**src/rtl/rom_word_serializer.sv**
```systemverilog
// Streams every word of a combinational lookup ROM out MSB-first over a valid/ready bit interface.
// Optional feature: define ROM_SER_PARITY_EN to append one even-parity bit after each word.
module rom_word_serializer #(
    parameter int WORD_W    = 8,
    parameter int ADDR_W    = 4,
    parameter int NUM_WORDS = 16
) (
    input  logic              clock,
    input  logic              clearb,
    input  logic              start,
    output logic [ADDR_W-1:0] rom_addr,
    input  logic [WORD_W-1:0] rom_data,
    output logic              ser_out,
    output logic              ser_valid,
    input  logic              ser_ready,
    output logic              busy,
    output logic              done,
    output logic [1:0]        state_dbg
);

    // Handshake: a bit transfers on a rising clock edge where ser_valid and ser_ready are both 1;
    // while ser_valid is 1 and ser_ready is 0, ser_out and ser_valid hold their values.

    localparam int CNT_W = $clog2(WORD_W + 1);
`ifdef ROM_SER_PARITY_EN
    localparam int LAST_BIT = WORD_W;
`else
    localparam int LAST_BIT = WORD_W - 1;
`endif
    localparam logic [CNT_W-1:0]  LAST_CNT  = CNT_W'(LAST_BIT);
    localparam logic [ADDR_W-1:0] LAST_ADDR = ADDR_W'(NUM_WORDS - 1);

    typedef enum logic [1:0] {
        IDLE  = 2'd0,
        FETCH = 2'd1,
        SHIFT = 2'd2,
        DONE  = 2'd3
    } state_t;

    state_t             state_q, state_d;
    logic [ADDR_W-1:0]  addr_q, addr_d;
    logic [WORD_W-1:0]  shreg_q, shreg_d;
    logic [CNT_W-1:0]   cnt_q, cnt_d;
    logic               accept;

    assign accept = (state_q == SHIFT) && ser_ready;

    always_ff @(posedge clock or negedge clearb) begin
        if (!clearb) begin
            state_q <= IDLE;
            addr_q  <= '0;
            shreg_q <= '0;
            cnt_q   <= '0;
        end else begin
            state_q <= state_d;
            addr_q  <= addr_d;
            shreg_q <= shreg_d;
            cnt_q   <= cnt_d;
        end
    end

    always_comb begin
        state_d = state_q;
        addr_d  = addr_q;
        shreg_d = shreg_q;
        cnt_d   = cnt_q;
        case (state_q)
            IDLE: begin
                if (start) begin
                    state_d = FETCH;
                    addr_d  = '0;
                end
            end
            FETCH: begin
                shreg_d = rom_data;
                cnt_d   = '0;
                state_d = SHIFT;
            end
            SHIFT: begin
                if (accept) begin
                    shreg_d = {shreg_q[WORD_W-2:0], 1'b0};
                    cnt_d   = cnt_q + CNT_W'(1);
                    if (cnt_q == LAST_CNT) begin
                        // The address saturates at the last word so a run never wraps.
                        if (addr_q == LAST_ADDR) begin
                            state_d = DONE;
                        end else begin
                            addr_d  = addr_q + ADDR_W'(1);
                            state_d = FETCH;
                        end
                    end
                end
            end
            DONE: begin
                addr_d  = '0;
                state_d = IDLE;
            end
            default: state_d = IDLE;
        endcase
    end

`ifdef ROM_SER_PARITY_EN
    // Parity comes from the captured word, not the partially shifted register.
    logic parity_q;

    always_ff @(posedge clock or negedge clearb) begin
        if (!clearb) begin
            parity_q <= 1'b0;
        end else if (state_q == FETCH) begin
            parity_q <= ^rom_data;
        end
    end

    assign ser_out = (cnt_q == LAST_CNT) ? parity_q : shreg_q[WORD_W-1];
`else
    assign ser_out = shreg_q[WORD_W-1];
`endif

    assign rom_addr  = addr_q;
    assign ser_valid = (state_q == SHIFT);
    assign busy      = (state_q == FETCH) || (state_q == SHIFT);
    assign done      = (state_q == DONE);
    assign state_dbg = state_q;

endmodule
```
**config.mk**
```make
export PLATFORM = sky130hd
export DESIGN_NAME = rom_word_serializer
export DESIGN_NICKNAME = d
export VERILOG_FILES = /design/src/rtl/rom_word_serializer.sv
export SDC_FILE = /design/constraint.sdc
export NUM_CORES = 1
export LEC_CHECK = 0
export BUFFER_PORTS_ARGS = -buffer_cell sky130_fd_sc_hd__buf_4
export CORE_UTILIZATION = 57
export DETAILED_ROUTE_END_ITERATION = 10
export GPL_TIMING_DRIVEN = 0
export PLACE_DENSITY = 0.82
export REMOVE_ABC_BUFFERS = 1
export SKIP_CTS_REPAIR_TIMING = 1
export SLEW_MARGIN = 10
export SYNTH_ARGS = -nofsm -noshare
export SYNTH_HDL_FRONTEND = slang
export SYNTH_SLANG_ARGS = --single-unit
```
**constraint.sdc**
```tcl
create_clock -name clock -period 4.8 [get_ports clock]
set_input_delay 1.44 -clock clock [delete_from_list [all_inputs] [get_ports clock]]
set_output_delay 1.44 -clock clock [all_outputs]
set_load 0.02 [all_outputs]
```
==> results of run 1 <==
-- power by group --
part | total (mW) | internal, mW | switching (mW)
clock network | 0.0984 | 0.0464 | 0.0520
registers | 0.250 | 0.204 | 0.0456
logic | 0.389 | 0.166 | 0.223
-- per-stage QoR --
stage	hold slack, ps	total power [mW]
4_1_cts	552	0.744
3_3_place_gp	519	0.624
5_1_grt	575	0.796
3_5_place_dp	534	0.645
6_report	548	0.737
2_1_floorplan	493	0.529
-- worst paths after layout --
kind	to	slack (ps)
max in group asynchronous	rom_addr[0]	3630
min in group asynchronous	cnt_q[1]	980
setup reg to reg	rom_addr[3]	2460
setup / recovery	ser_valid	1320
hold reg to reg	cnt_q[2]	550
hold / removal	cnt_q[2]	550
-- registers in the layout, indices dropped and copies added (netlist names) --
signal	flops
shreg_q	8
cnt_q	4
rom_addr	4
state_dbg	2
-- kinds of logic after synthesis --
family | after synthesis | share of synthesized area [%]
compound gates | 34 | 21.3
xor+xnor | 2 | 1.58
fa+ha+maj | 7 | 7.92
buf+inv | 11 | 5.09
flops | 18 | 40.7
mux | 9 | 8.15
simple gates | 28 | 15.3
-- Yosys cell counts, drive strengths merged --
library cell / number
and4b: 1
a22oi: 1
o31ai: 3
a21oi: 8
buf: 5
or3: 1
dfrtp: 18
nand2b: 2
a31oi: 1
o311ai: 2
mux2i: 9
nand2: 3
clkbuf: 2
o21ai: 2
ha: 7
or4: 1
and4: 1
nor2b: 8
xor2: 1
inv: 4
a41oi: 1
o22ai: 2
a211oi: 7
xnor2: 1
nand3b: 1
a31o: 1
nand3: 4
o32a: 1
nand4: 1
o211ai: 4
nand4b: 1
nor2: 3
o2bb2ai: 1
or2: 1
-- layer usage --
layer  up-vias  track usage (%)
li1        451                -
met1       422             26.2
met2        16             39.4
met3         3             7.06
met4         0             8.24
met5         -                0
-- layout make-up --
cell class	instances	share of cell area, %
multi-input cells	80	46.4
flip-flops and latches	18	34.8
repair buffers	21	12.2
clock buffers	4	2.81
well taps	25	2.42
inverters	4	1.36
-- critical path: cells and delay by family, from the launching register on --
| family | cells | cell delay [ps] |
|---|---|---|
| fa+ha+maj | 1 | 870 |
| buf+inv | 2 | 410 |
| flops | 1 | 450 |
==> impl_metrics.json, run 1 <==
{
  "grt_pass1_vias": 749,
  "vdd_drop_max_v": 0.000394,
  "yosysSeqAreaShare_pct": 40.7,
  "post-route-period-util_pct": 72.6,
  "io_buffers": 21,
  "syn_inst": 109,
  "dp.cells": 148,
  "synth_top_area_share_pct": 40.7,
  "path_clk_slew_ps": 110,
  "hold_viol": 0,
  "worstHoldPathCells": 1,
  "syn_area_per_cell_sq_um": 10.1,
  "cts_buffer_depth": 2,
  "routed-wl-met2_um": 1020,
  "fillerInstances": 141,
  "cts_tree": "done",
  "antenna_found_initial": 0,
  "final_common_cell": "buf_4",
  "final_core_util_pct": 73.3,
  "max_clock_freq_ghz": 0.287,
  "via_per_inst": 5.87,
  "rr_startpoint": "state_dbg[0]",
  "clock_latency_ps": 310,
  "hp-start": "cnt_q[2]",
  "met1_length_um": 943,
  "setup_slack_ps": 1320,
  "endpoint_kind": "primary output",
  "placementRows": 15,
  "cp.required_ps": 3360,
  "cts_sinks": 18,
  "ctsRootBufferMaster": "clkbuf_4",
  "coreArea_sq_mm": 0.00176,
  "synth.largest_area_cell": "dfrtp_1",
  "slew_violations": 0,
  "start_kind": "register",
  "num_antenna_cells": 0,
  "cts_max_level": 1,
  "fp.dieH_um": 46.1,
  "area_growth_pct": 16.9,
  "preCtsSetupSlack_ps": 1670,
  "grt_overflow_total": 0,
  "status": "finished clean",
  "cp_cell_sequence": "inv_1 -> ha_1 -> buf_4",
  "yosys_warnings": 0,
  "worst_pin_slew_ps": 1060,
  "start_util_pct": 62.7,
  "cp_max_fo": 30,
  "setup_tns_ps": 0,
  "hp-class": "reg -> reg",
  "firstDrtPassIters": 4,
  "fin_cells": 152,
  "setup_viol": 0,
  "final_cell_mix": "buf_4, dfrtp_1, mux2i_1",
  "final-seq-area_sq_um": 450,
  "crit_slowest_cell": "ha_1",
  "die_area_sq_mm": 0.00212,
  "grt_pass1_wl_um": 3330,
  "drc": 0,
  "dieWidth_um": 46.1,
  "vias": 892,
  "power_leakage_nw": 0.591,
  "wire_per_inst_um": 13.6,
  "place_hpwl_um": 1440,
  "ios": 22,
  "layout.nets": 147,
  "slew_headroom_pct": 29.5,
  "grt_setup_unrepaired": "false",
  "synthDistinctLibCells": 36,
  "synthTopCellsByArea": "dfrtp_1, mux2i_1, ha_1",
  "fin_skew_ps": 2.36,
  "crit_path_start": "state_dbg[0]",
  "grt_usage_pct": 22.8,
  "drive_gt1_share_pct": 22.8,
  "period_minus_slack_ps": 3480,
  "drt-total-wl_um": 2060,
  "r2r_cells": 5,
  "final_antenna_net_count": 0,
  "path_class": "reg -> out",
  "dpl_cell_area_sq_mm": 0.00126,
  "grt_max_degree": 31,
  "max_stage_delay_ps": 870,
  "p_per_area_mw_per_mm2": 570,
  "critPathArrivalTime_ps": 2040,
  "max-cap-violations": 0,
  "netlist_area_sq_mm": 0.00111,
  "top_layer": "met4",
  "drt_iter0_markers": 11,
  "fin_area_sq_mm": 0.00129,
  "met3_wirelength_um": 86,
  "ys_ff_latch": 18,
  "routabilityCongestion": 0.772,
  "numCtsBuffers": 3,
  "multiInputGateArea_sq_um": 599
}
Power figures use the tool's default switching activity.
==> run 2, diff against run 1 <==
--- a/config.mk
+++ b/config.mk
@@ -6,10 +6,10 @@
 export NUM_CORES = 1
 export LEC_CHECK = 0
 export BUFFER_PORTS_ARGS = -buffer_cell sky130_fd_sc_hd__buf_4
-export CORE_UTILIZATION = 57
+export CORE_UTILIZATION = 53
 export DETAILED_ROUTE_END_ITERATION = 10
 export GPL_TIMING_DRIVEN = 0
-export PLACE_DENSITY = 0.82
+export PLACE_DENSITY = 0.77
 export REMOVE_ABC_BUFFERS = 1
 export SKIP_CTS_REPAIR_TIMING = 1
 export SLEW_MARGIN = 10
==> constraint.sdc (replaced) <==
create_clock -name clock -period 3.34 [get_ports clock]
set_input_delay 1.002 -clock clock [delete_from_list [all_inputs] [get_ports clock]]
set_output_delay 1.002 -clock clock [all_outputs]
set_load 0.02 [all_outputs]
==> run 2 against run 1 <==
Critical path depth is the same. Combinational power rose by 43%. Non-clock buffer count did not move. Critical path type unchanged. Critical endpoint unchanged. Largest cell class unchanged.
==> impl_metrics.json, run 2 (synthesized netlist as in run 1, its figures left out) <==
{
  "routabilityCongestion": 0.730,
  "final_common_cell": "buf_4",
  "largest_reg_flops": 8,
  "vias": 908,
  "cts_max_level": 1,
  "hold_viol": 0,
  "slew_violations": 0,
  "cp.required_ps": 2340,
  "area_growth_pct": 17.1,
  "cts_buffer_depth": 2,
  "wire_per_inst_um": 13.9,
  "ctsRootBufferMaster": "clkbuf_4",
  "grt_max_degree": 31,
  "grt_overflow_total": 0,
  "cp_max_fo": 30,
  "max-cap-violations": 0,
  "rr_startpoint": "state_dbg[0]",
  "vdd_drop_max_v": 0.000659,
  "ios": 22,
  "clock_latency_ps": 300,
  "endpoint_kind": "primary output",
  "drt-total-wl_um": 2140,
  "place_hpwl_um": 1510,
  "critPathArrivalTime_ps": 2040,
  "regMostFlops": "shreg_q",
  "io_buffers": 21,
  "drc": 0,
  "grt_usage_pct": 21.5,
  "post-route-period-util_pct": 91.1,
  "swShare_pct": 43.1,
  "slew_headroom_pct": 29.1,
  "firstDrtPassIters": 4,
  "power_leakage_nw": 0.591,
  "crit_path_start": "state_dbg[0]",
  "final_core_util_pct": 66.0,
  "placementRows": 16,
  "start_util_pct": 56.4,
  "fin_skew_ps": 8.92,
  "p_per_area_mw_per_mm2": 813,
  "status": "finished clean",
  "numCtsBuffers": 3,
  "layout.nets": 147,
  "grt_pass1_vias": 808,
  "p_switching_mw": 0.453,
  "drive_gt1_share_pct": 22.8,
  "setup_tns_ps": 0,
  "p_seq_share_pct": 34.1,
  "via_per_inst": 5.90,
  "dieWidth_um": 47.7,
  "final_cell_mix": "buf_4, dfrtp_1, mux2i_1",
  "p_int_mw": 0.599,
  "fp.dieH_um": 47.7,
  "r2r_cells": 5,
  "hp-class": "in -> async",
  "cts_tree": "done",
  "grt_pass1_wl_um": 3460,
  "worst_pin_slew_ps": 1060,
  "period_minus_slack_ps": 3040,
  "coreArea_sq_mm": 0.00196,
  "path_class": "reg -> out",
  "final_antenna_net_count": 0,
  "cts_sinks": 18,
  "max_clock_freq_ghz": 0.329,
  "p_comb_share_pct": 52.9,
  "antenna_found_initial": 0,
  "die_area_sq_mm": 0.00227,
  "setup_viol": 0,
  "grt_setup_unrepaired": "false",
  "path_clk_slew_ps": 110,
  "clockPowerShare_pct": 13.1,
  "num_antenna_cells": 0,
  "start_kind": "register",
  "drt_iter0_markers": 35
}
==> run 2: cell counts in the layout (fill, tap and decap cells not counted) <==
No cell type changed its count.
==> run 2: path summary, 6_finish.rpt <==
check | end | slack, ps
min in group clock | cnt_q[1] | 560
max in group asynchronous | shreg_q[1] | 2590
max | ser_valid | 300
min | cnt_q[0] | 550
max reg2reg | rom_addr[3] | 970
min reg2reg | cnt_q[1] | 560
==> run 2: metal layers <==
layer	vias up	track usage, %	part of all wire (%)
met5	-	0	0
met4	0	8.89	0.61
met3	2	3.40	3.0
met2	22	36.2	52
met1	441	27.5	44
li1	443	-	-
==> run 2: layout make-up <==
class                   instances  area (sq um)
clock buffers                   4          36.3
fillers                       162           667
inverters                       4          17.5
multi-input cells              80           599
flip-flops and latches         18           450
well taps                      27          33.8
repair buffers                 21           158
==> run 2: per-stage QoR <==
stage          total power [mW]  std cells  hold slack (ps)  instance area, sq um  worst slack (ps)
2_1_floorplan             0.761        102              493                  1070               953
3_3_place_gp              0.895        150              521                  1260               660
3_5_place_dp              0.922        150              535                  1260               627
4_1_cts                    1.06        154              552                  1290               285
5_1_grt                    1.15        154              557                  1290               147
6_report                   1.05        154              547                  1290               297
==> run 2: power groups by stage <==
stage / Clock [mW] / Combinational (mW) / Sequential [mW]
CTS: 0.142 / 0.561 / 0.358
floorplan: 0 / 0.393 / 0.368
global route: 0.150 / 0.633 / 0.370
finish: 0.138 / 0.557 / 0.359
global placement: 0 / 0.540 / 0.355
detailed placement: 0 / 0.559 / 0.362
==> run 2: worst max-delay path: stages (launching register included) <==
cell	delay [ps]
dfrtp_1	460
inv_1	130
ha_1	870
buf_4	290
